==> src/rtl/send_control_pkg.sv <==
// Shared types and constants for the TX frame scheduler: FSM states, switch
// field positions and counter widths.
package send_control_pkg;

  typedef enum logic [2:0] {
    IDLE,
    REQ,
    WAIT_ACK,
    WAIT_DONE,
    GAP,
    ADV
  } state_t;

  localparam int SW_CODE_LSB = 0;
  localparam int SW_CODE_MSB = 3;
  localparam int SW_RED_LSB  = 4;
  localparam int SW_RED_MSB  = 6;
  localparam int SW_PAUSE    = 7;

  localparam int SEG_W = 16;
  localparam int ID_W  = 8;
  localparam int MAX_W = SEG_W + 1;

endpackage

==> src/rtl/send_control_max_count_gen.sv <==
// Segment sweep length decoder: max_count = 1 << code (1..32768).
module max_count_gen
  import send_control_pkg::*;
(
  input  logic [3:0]       code,
  output logic [MAX_W-1:0] max_count
);

  assign max_count = MAX_W'(1) << code;

endmodule

==> src/rtl/send_control.sv <==
// Frame-scheduling controller for the Ethernet TX byte-clock domain.
// Optional build macro SEND_CONTROL_ACK_TIMEOUT_EN: abandon a request whose
// busy acknowledge never arrives after ACK_TIMEOUT cycles.
module send_control
  import send_control_pkg::*;
#(
  parameter int IFG_CYCLES  = 12,
  parameter int ACK_TIMEOUT = 255
) (
  input  logic             clk125MHz,
  input  logic             RST,
  input  logic [7:0]       switches,
  input  logic             busy,
  output logic [SEG_W-1:0] segment_num,
  output logic [ID_W-1:0]  txid_inter,
  output logic [ID_W-1:0]  aux,
  output logic             start_sending
);

  localparam int GAP_W = $clog2(IFG_CYCLES + 1);

  state_t           state, state_nxt;
  logic [GAP_W-1:0] gap_cnt;
  logic [MAX_W-1:0] max_count;
  logic             pause;
  logic             aux_wrap, seg_wrap;

  max_count_gen u_max_count_gen (
    .code      (switches[SW_CODE_MSB:SW_CODE_LSB]),
    .max_count (max_count)
  );

  assign pause = switches[SW_PAUSE];

  // >= rather than == so a range shrunk below the current value wraps at once
  assign aux_wrap = (9'(aux) + 9'd1) >= (9'(switches[SW_RED_MSB:SW_RED_LSB]) + 9'd1);
  assign seg_wrap = (MAX_W'(segment_num) + MAX_W'(1)) >= max_count;

`ifdef SEND_CONTROL_ACK_TIMEOUT_EN
  localparam int ACK_W = $clog2(ACK_TIMEOUT + 1);
  logic [ACK_W-1:0] ack_cnt;
  logic             ack_expired;

  assign ack_expired = (ack_cnt == ACK_W'(ACK_TIMEOUT));

  always_ff @(posedge clk125MHz or negedge RST) begin
    if (!RST)                                  ack_cnt <= '0;
    else if (state != WAIT_ACK)                ack_cnt <= '0;
    else if (!ack_expired)                     ack_cnt <= ack_cnt + 1'b1;
  end
`endif

  always_comb begin
    state_nxt = state;
    case (state)
      IDLE:      if (!pause && !busy) state_nxt = REQ;
      REQ:       state_nxt = WAIT_ACK;
      WAIT_ACK: begin
        if (busy) state_nxt = WAIT_DONE;
`ifdef SEND_CONTROL_ACK_TIMEOUT_EN
        else if (ack_expired) state_nxt = GAP;
`endif
      end
      WAIT_DONE: if (!busy) state_nxt = GAP;
      GAP:       if (gap_cnt == '0) state_nxt = ADV;
      ADV:       state_nxt = pause ? IDLE : REQ;
      default:   state_nxt = IDLE;
    endcase
  end

  always_ff @(posedge clk125MHz or negedge RST) begin
    if (!RST) begin
      state         <= IDLE;
      gap_cnt       <= '0;
      start_sending <= 1'b0;
      segment_num   <= '0;
      aux           <= '0;
      txid_inter    <= '0;
    end else begin
      state         <= state_nxt;
      start_sending <= (state == REQ);

      // GAP lasts exactly IFG_CYCLES cycles: load N-1, leave on zero
      if (state != GAP && state_nxt == GAP)
        gap_cnt <= GAP_W'(IFG_CYCLES - 1);
      else if (state == GAP && gap_cnt != '0)
        gap_cnt <= gap_cnt - 1'b1;

      if (state == ADV) begin
        if (aux_wrap) begin
          aux <= '0;
          if (seg_wrap) begin
            segment_num <= '0;
            txid_inter  <= txid_inter + 1'b1;
          end else begin
            segment_num <= segment_num + 1'b1;
          end
        end else begin
          aux <= aux + 1'b1;
        end
      end
    end
  end

endmodule

==> config.mk <==
export PLATFORM = sky130hd
export DESIGN_NAME = send_control
export DESIGN_NICKNAME = d
export VERILOG_FILES = /design/src/rtl/send_control_pkg.sv /design/src/rtl/send_control_max_count_gen.sv /design/src/rtl/send_control.sv
export SDC_FILE = /design/constraint.sdc
export NUM_CORES = 1
export LEC_CHECK = 0
export ABC_AREA = 1
export BUFFER_PORTS_ARGS = -buffer_cell sky130_fd_sc_hd__buf_4
export CAP_MARGIN = 20
export CORE_ASPECT_RATIO = 0.7
export CORE_UTILIZATION = 55
export CTS_BUF_LIST = sky130_fd_sc_hd__clkbuf_2
export CTS_CLUSTER_DIAMETER = 200
export CTS_CLUSTER_SIZE = 10
export DETAILED_ROUTE_END_ITERATION = 16
export PLACE_DENSITY = 0.77
export SLEW_MARGIN = 20
export SYNTH_ARGS = -nofsm -noshare
export SYNTH_HDL_FRONTEND = slang
export SYNTH_HIERARCHICAL = 1
export SYNTH_SLANG_ARGS = --single-unit
==> constraint.sdc <==
create_clock -name clk125MHz -period 7 [get_ports clk125MHz]
set_input_delay 0.35 -clock clk125MHz [delete_from_list [all_inputs] [get_ports clk125MHz]]
set_output_delay 0.35 -clock clk125MHz [all_outputs]
set_load 0.005 [all_outputs]
==> results.toml, run 1 <==
[sta]
rsz0062_at_grt = "false"
clock_skew_ps = 20.1
finalHoldViolations = 0
setup_tns_ps = 0
setup_viol = 0
fmax_mhz = 339
timing.final.crit_share_pct = 42.1
period_needed_ps = 2950
hold_ws_ps = 214
maxSlewViolCount = 0

[worst_setup_path]
r2r_setup_slack_ps = 4050
reg2regPathDepth = 15
cp_top_family = "simple AND/OR/NAND/NOR gates"
required_ps = 7330
r2r_start = "segment_num[0]"
path_cells = "ha_1 > nand2_1 > nor2_4 > nand4_2 > or2_0 > o21ai_1 > inv_1 > ha_1 > a21oi_1 > o21ai_0 > nor2_1 > nand3_1 > nor2_4 > nand3_1 > nand2_1"
critPathArrivalTime_ps = 3280
crit_type = "reg -> reg"
cp_max_fo = 16
slowest_delay_ps = 470
r2r_end = "segment_num[5]"
cp-start-kind = "flip-flop"
crit_slowest_cell = "dfrtp_1"
cp-end-kind = "flip-flop"
path_buf_inv = 1

[routing]
via_per_inst = 5.01
drt_wl_total_mm = 6.21
vias = 2632
drt-initial-drc-count = 141
ant_nets = 0
first_pass_iters = 4
wire_per_inst_um = 11.8
drc = 0

[clock_tree]
clk_pin_slew_ps = 200
htree_num_levels = 2
cts_buffer_depth = 2
cts_tree = "yes"
numCtsBuffers = 5
postCtsSetupRepairBufs = 0
insertion_delay_ps = 390
cts_root_buf = "clkbuf_2"
holdBufCountCts = 1
cts.sinks = 40
cts_resized = 0

[job]
cap_violations = 0

[final_layout]
syn_to_final_growth_pct = 14.6
final_layout_size_suffix_gt1_share_pct = 14.5
fillCellCount = 436
finalNonFillerCells = 525
utilization_pct = 68.2
fin_nets = 492
final_common_cell = "nand2_1"
mostFrequentLayoutCells = "nand2_1 (115), inv_1 (62), nand3_1 (48)"
seq_area_um2 = 1000
antennaDiodeCount = 0
multiInputGateArea_um2 = 1650

[status]
status = "finished, final reports clean"

[hold_path]
min-delay-path-class = "in -> reg"
whs_endpoint = "state[0]"
hold_depth = 3
hp-start = "switches[7]"

[floorplan]
die_x_um = 89.6
die_y_um = 63.3
row_count = 21
floorplan.io_pins = 44
core_um2 = 4970
initial_utilization_pct = 59.5
die_area_um2 = 5680

[power]
power_density_nw_per_um2 = 223
cellLeakagePower_nw = 1.93
max-vdd-ir-drop_uv = 161

[synth]
yosysUniqueCellTypes = 34
synth_ff_type = "dfrtp_1"
ys_warn_count = 6
ys_ff_latch = 40
synthAdderAreaFrac_pct = 11.0
ys_seq_area_share_pct = 33.9
synthArstFlopShare_pct = 100
synth_nets = 447
synth_top_family_by_area = "simple AND/OR/NAND/NOR gates"
synth_area_um2 = 2960
synth-simple-area-share_pct = 34.8
netlist_instances = 410
synth-compound-area-share_pct = 3.64
synth_area_per_cell_um2 = 7.21
synth_edf_count = 0
synth_xor_area_share_pct = 6.22
synthMuxAreaShare_pct = 0

[global_route]
antenna_found_initial = 0
grt_max_degree = 41
grt_pass1_wl_mm = 10.7
first_global_vias = 2353
overflow = 0
grt_usage_pct = 24.2

[placement]
dp_hpwl_mm = 4.90
gp_congestion = 0.881
place_inst = 516
port_buffers = 43
cell families after synthesis:
logic type	after synthesis
other	1
adders and majority gates	26
DFF	40
AOI/OAI and AO/OA	19
and+or+nand+nor	231
xor gates and xnor gates	21
buffers and inverters	72
worst max-delay path by stage:
stage | startpoint | endpoint | cells after the start
after detailed placement | segment_num[0] | segment_num[2] | 15
after floorplan | segment_num[0] | segment_num[15] | 16
after CTS | segment_num[0] | segment_num[2] | 15
after global placement | segment_num[0] | segment_num[1] | 15
final | segment_num[0] | segment_num[5] | 15
after global routing | segment_num[0] | segment_num[5] | 15
metal layers:
metal	up-vias	track usage, %	wire length (µm)
li1	1381	-	-
met2	65	35.6	2700
met1	1184	36.2	3200
met3	2	5.37	291
met5	-	0	0
met4	0	4.76	14
synthesized netlist by cell type (all sizes together) (2+ instances only):
master	n	area share [%]
a21oi	7	1.3
buf	6	1.9
dfrtp	40	34
ha	26	11
inv	65	8.3
nand2	117	15
nand3	49	8.5
nand3b	2	0.51
nand4	7	1.9
nor2	47	6.6
nor3	6	1.4
o21ai	9	1.5
xnor2	8	2.4
xor2	13	3.9
registers in the layout, summed over array words and instances (netlist names):
register,flops
gap_cnt,4
start_sending,1
aux,8
txid_inter,8
segment_num,16
state,3
stage by stage:
| stage | power, mW | instance area, µm² | setup WS (ps) |
|---|---|---|---|
| 3_5_place_dp | 0.621 | 3310 | 4110 |
| 4_1_cts | 0.761 | 3390 | 4070 |
| 5_1_grt | 0.823 | 3390 | 3690 |
| 3_3_place_gp | 0.607 | 3310 | 4220 |
| 6_report | 0.755 | 3390 | 4050 |
| 2_1_floorplan | 0.526 | 2960 | 4470 |
report_power, final:
part           total (mW)  switching [mW]  internal [mW]  leakage (nW)
combinational       0.306           0.184          0.122          1.36
sequential          0.311          0.0428          0.268         0.529
clock               0.138          0.0783         0.0596        0.0390
worst register-to-register path: stages, from the launching register on:
cell	delay, ps
dfrtp_1	470
ha_1	210
nand2_1	110
nor2_4	180
nand4_2	150
or2_0	230
o21ai_1	70
inv_1	60
ha_1	310
a21oi_1	140
o21ai_0	80
nor2_1	180
nand3_1	140
nor2_4	320
nand3_1	160
nand2_1	90
layout make-up:
class	instances	share of cell area, %
clock buffer	5	0.739
sequential	40	29.6
tap	69	2.55
multi-input combinational	298	48.7
inverter	66	7.39
clock inverter	3	1.26
timing repair buffer	44	9.83
Power figures use the tool's default switching activity.
==> run 2: changes to the inputs <==
- clock period: 7 -> 3 ns (I/O delays scaled with it)
==> run 2 against run 1 <==
Effect of this change: sequential power is 130% higher; worst setup slack worse by 3900 ps; fmax up 4.6%; clock skew down 3.6 ps; non-clock buffer count grew 6; die area is the same; final area increased by 2.8%; power rose by 140%; count of clock-buffer cells in the layout did not move; flip-flop and latch count did not move; sequential share of layout area down 0.76 points; worst hold slack worse by 180 ps; highest routed layer unchanged.
==> results.toml, run 2 (synthesis gave the netlist of run 1 again) <==
[status]
status = "finished, final reports clean"

[final_layout]
largest_reg_flops = 16
fillCellCount = 417
final_layout_size_suffix_gt1_share_pct = 16.5
largest_register = "segment_num"
top_regs = "segment_num x16, aux x8, txid_inter x8"
final_common_cell = "nand2_1"
antennaDiodeCount = 0
syn_to_final_growth_pct = 17.7
fin_nets = 498
finalInstanceArea_um2 = 3480
utilization_pct = 70.1
mostFrequentLayoutCells = "nand2_1 (115), inv_1 (62), buf_4 (47)"

[floorplan]
floorplan.io_pins = 44
row_count = 21
die_y_um = 63.3
initial_utilization_pct = 59.5
core_um2 = 4970
die_x_um = 89.6
die_area_um2 = 5680

[power]
power_density_nw_per_um2 = 529
max-vdd-ir-drop_uv = 380
cellLeakagePower_nw = 1.98

[worst_setup_path]
crit_type = "reg -> reg"
cp_max_fo = 10
cp-start-kind = "flip-flop"
cp-end-kind = "flip-flop"
required_ps = 3330
critPathArrivalTime_ps = 3150

[sta]
hold_ws_ps = 30.5
maxSlewViolCount = 0
fmax_mhz = 355
clock_skew_ps = 16.4
period_needed_ps = 2820
setup_viol = 0
timing.final.crit_share_pct = 94.0
finalHoldViolations = 0

[placement]
gp_congestion = 0.881
place_area_um2 = 3310
dp_hpwl_mm = 4.90
port_buffers = 43

[global_route]
first_global_vias = 2365
grt_use_met2_pct = 35.8
grt_max_degree = 41
grt_usage_pct = 24.2
antenna_found_initial = 0
met1_usage_pct = 36.2
grt_pass1_wl_mm = 10.7
overflow = 0
grtUsageMet3_pct = 5.37
top_usage_layer = "met1"

[routing]
drt_wl_total_mm = 6.50
drt-initial-drc-count = 158
ant_nets = 0
via_per_inst = 5.08
wire_per_inst_um = 12.2
vias = 2697
first_pass_iters = 4
drc = 0

[clock_tree]
htree_num_levels = 2
numCtsBuffers = 5
insertion_delay_ps = 390
cts_tree = "yes"
cts_buffer_depth = 2
cts.sinks = 40
cts_root_buf = "clkbuf_2"
clk_pin_slew_ps = 200

[job]
cap_violations = 0

[hold_path]
min-delay-path-class = "in -> reg"
[run 2: worst paths after layout]
kind	startpoint	endpoint	slack, ps	cells past startpoint
setup / recovery	segment_num[1]	segment_num[5]	180	16
hold / removal	busy	state[0]	30	3
setup reg to reg	segment_num[1]	segment_num[5]	180	16
hold reg to reg	gap_cnt[0]	gap_cnt[0]	530	2
max in group asynchronous	RST	segment_num[0]	2390	2
min in group asynchronous	RST	txid_inter[4]	220	2
[run 2: metrics by stage]
step | instances | power, mW | TNS (ps) | setup slack, ps
floorplan | 410 | 1.23 | 0 | 465
global placement | 516 | 1.42 | 0 | 216
detailed placement | 516 | 1.45 | 0 | 110
CTS | 526 | 1.78 | 0 | 68.2
global route | 531 | 2.00 | -261 | -52.0
finish | 531 | 1.84 | 0 | 180
[run 2: power by group]
group	switching [mW]	leakage [nW]	internal [mW]
registers	0.0959	0.528	0.627
logic	0.456	1.41	0.340
clock network	0.182	0.0390	0.139
[run 2: critical path: stages (launching register included)]
cell	delay (ps)
dfrtp_1	430
ha_2	200
nand2_1	110
nor2_4	220
nand4_4	140
or2_0	230
o21ai_1	70
inv_1	60
ha_1	310
a21oi_1	140
o21ai_0	110
nor2_2	190
nand3_2	120
nor2_4	150
buf_12	130
nand3_1	90
nand2_1	80
[run 2: repair_timing]
action / CTS / global route
buffers inserted: 0 / 5
gates resized for setup: 0 / 7
hold buffers: 2 / 0
hold endpoints to repair: 41 / 0
setup endpoints to repair: 0 / 24
[run 2: area by class of cell]
class	count	area (µm²)	share of cell area (%)
multi-input combinational	298	1680	48.3
sequential	40	1000	28.8
timing repair buffer	50	393	11.3
inverter	66	250	7.19
tap	69	86.3	2.48
clock inverter	3	42.5	1.22
clock buffer	5	25.0	0.719
[run 2: metal layers]
metal  part of all wire (%)  vias up
met5                      0        -
met4                   0.38        0
met3                    5.8        4
met2                     44       78
met1                     50     1216
li1                       -     1399
==> run 3: changes to the inputs <==
- PLACE_DENSITY: 0.77 -> 0.8
==> run 3 against run 2 <==
Effect of this change: critical path type unchanged; count of clock-buffer cells in the layout rose by 1; highest routed layer unchanged; via count rose by 2.0%; largest power group unchanged; wire length rose by 4.8%; sequential power fell by 1%.
==> results.toml, run 3 (synthesis gave the netlist of run 1 again) <==
[hold_path]
min-delay-path-class = "in -> reg"

[floorplan]
die_x_um = 89.6
initial_utilization_pct = 59.5
row_count = 21
die_y_um = 63.3
die_area_um2 = 5680
floorplan.io_pins = 44
core_um2 = 4970

[clock_tree]
cts.sinks = 40
insertion_delay_ps = 410
clk_pin_slew_ps = 180
cts_tree = "yes"
numCtsBuffers = 5
cts_buffer_depth = 2
cts_root_buf = "clkbuf_2"
htree_num_levels = 2

[sta]
finalHoldViolations = 0
setup_tns_ps = 0
timing.final.crit_share_pct = 97.1
period_needed_ps = 2910
maxSlewViolCount = 0
hold_ws_ps = 42.8
setup_viol = 0
maxSlewHeadroom_pct = 66.5
fmax_mhz = 343
worst_pin_slew_ps = 502
clock_skew_ps = 37.9

[global_route]
antenna_found_initial = 0
grt_pass1_wl_mm = 11.5
grt_max_degree = 41
overflow = 0
grt_usage_pct = 25.6
first_global_vias = 2548

[final_layout]
utilization_pct = 69.7
finalNonFillerCells = 532
final_layout_size_suffix_gt1_share_pct = 16.4
seq_area_um2 = 1000
largest_register = "segment_num"
largest_reg_flops = 16
mostFrequentLayoutCells = "nand2_1 (115), inv_1 (62), nand3_1 (48), buf_4 (48), nor2_1 (42)"
finalInstanceArea_um2 = 3460
syn_to_final_growth_pct = 17.1
top_regs = "segment_num x16, aux x8, txid_inter x8"
final_common_cell = "nand2_1"
antennaDiodeCount = 0
fillCellCount = 413
fin_nets = 499
multiInputGateArea_um2 = 1680

[power]
p_int_mw = 1.03
p_seq_share_pct = 40.8
p_sw_share_pct = 41.5
p_sw_uw = 729
cellLeakagePower_nw = 1.97
power_density_nw_per_um2 = 507
max-vdd-ir-drop_uv = 445
share_comb_of_total_power_pct = 46.0
p_clk_share_pct = 13.3

[placement]
gp_congestion = 0.834
dp_hpwl_mm = 5.09
place_inst = 516
place_area_um2 = 3310
port_buffers = 43

[routing]
drt-initial-drc-count = 228
via_per_inst = 5.17
drt_wl_total_mm = 6.81
first_pass_iters = 4
ant_nets = 0
wire_per_inst_um = 12.8
vias = 2751
drc = 0

[worst_setup_path]
r2r_setup_slack_ps = 90
crit_type = "reg -> reg"
critPathArrivalTime_ps = 3200
cp_max_fo = 11
cp-end-kind = "flip-flop"
cp-start-kind = "flip-flop"
required_ps = 3290

[status]
status = "finished, final reports clean"

[job]
cap_violations = 0
[run 3: metrics by stage]
stage	setup WS (ps)	total power [mW]
after global placement	227	1.42
after floorplan	465	1.23
after global routing	-100	1.92
final	87.1	1.76
after CTS	21.3	1.69
after detailed placement	57.5	1.45
[run 3: path summary, 6_finish.rpt]
path | startpoint | cells after the start | end
hold / removal | busy | 3 | state[0]
setup / recovery | segment_num[1] | 16 | segment_num[1]
max in group asynchronous | RST | 2 | segment_num[0]
setup reg to reg | segment_num[1] | 16 | segment_num[1]
min in group asynchronous | RST | 2 | segment_num[14]
hold reg to reg | gap_cnt[0] | 2 | gap_cnt[0]
[run 3: area by class of cell]
| cell class | count | share of cell area, % |
|---|---|---|
| clock inverter | 2 | 0.325 |
| clock buffer | 6 | 0.867 |
| multi-input combinational | 298 | 48.5 |
| sequential | 40 | 29.0 |
| timing repair buffer | 51 | 11.6 |
| tap | 69 | 2.49 |
| inverter | 66 | 7.23 |
[run 3: critical path, stage by stage (launching register included)]
cell and delay (ps):
dfrtp_1 420, ha_2 210, nand2_1 110, nor2_4 210, nand4_4 140, or2_0 250
o21ai_1 90, inv_1 70, ha_1 320, nand3_1 120, nor2_1 170, nand3_1 180
nand3_1 190, nor2_4 70, buf_12 140, nand3_1 70, nand2_1 50
[run 3: power groups by stage]
stage          combinational (mW)  clock [mW]  sequential, mW
2_1_floorplan               0.508           0           0.719
3_5_place_dp                0.719           0           0.732
6_report                    0.807       0.233           0.716
3_3_place_gp                0.687           0           0.728
4_1_cts                     0.725       0.242           0.721
5_1_grt                     0.919       0.272           0.731
[run 3: what timing repair did]
action	in CTS	in global routing
hold endpoints to repair	41	0
buffers inserted	0	6
gates resized for setup	0	8
hold buffers	2	0
endpoints found under the setup margin	0	24
[run 3: layer usage]
metal	vias up	global-route usage [%]	wire, µm
met5	-	0	0
met4	0	4.37	62
met3	10	4.59	416
met2	95	40.2	3170
met1	1253	36.9	3160
li1	1393	-	-
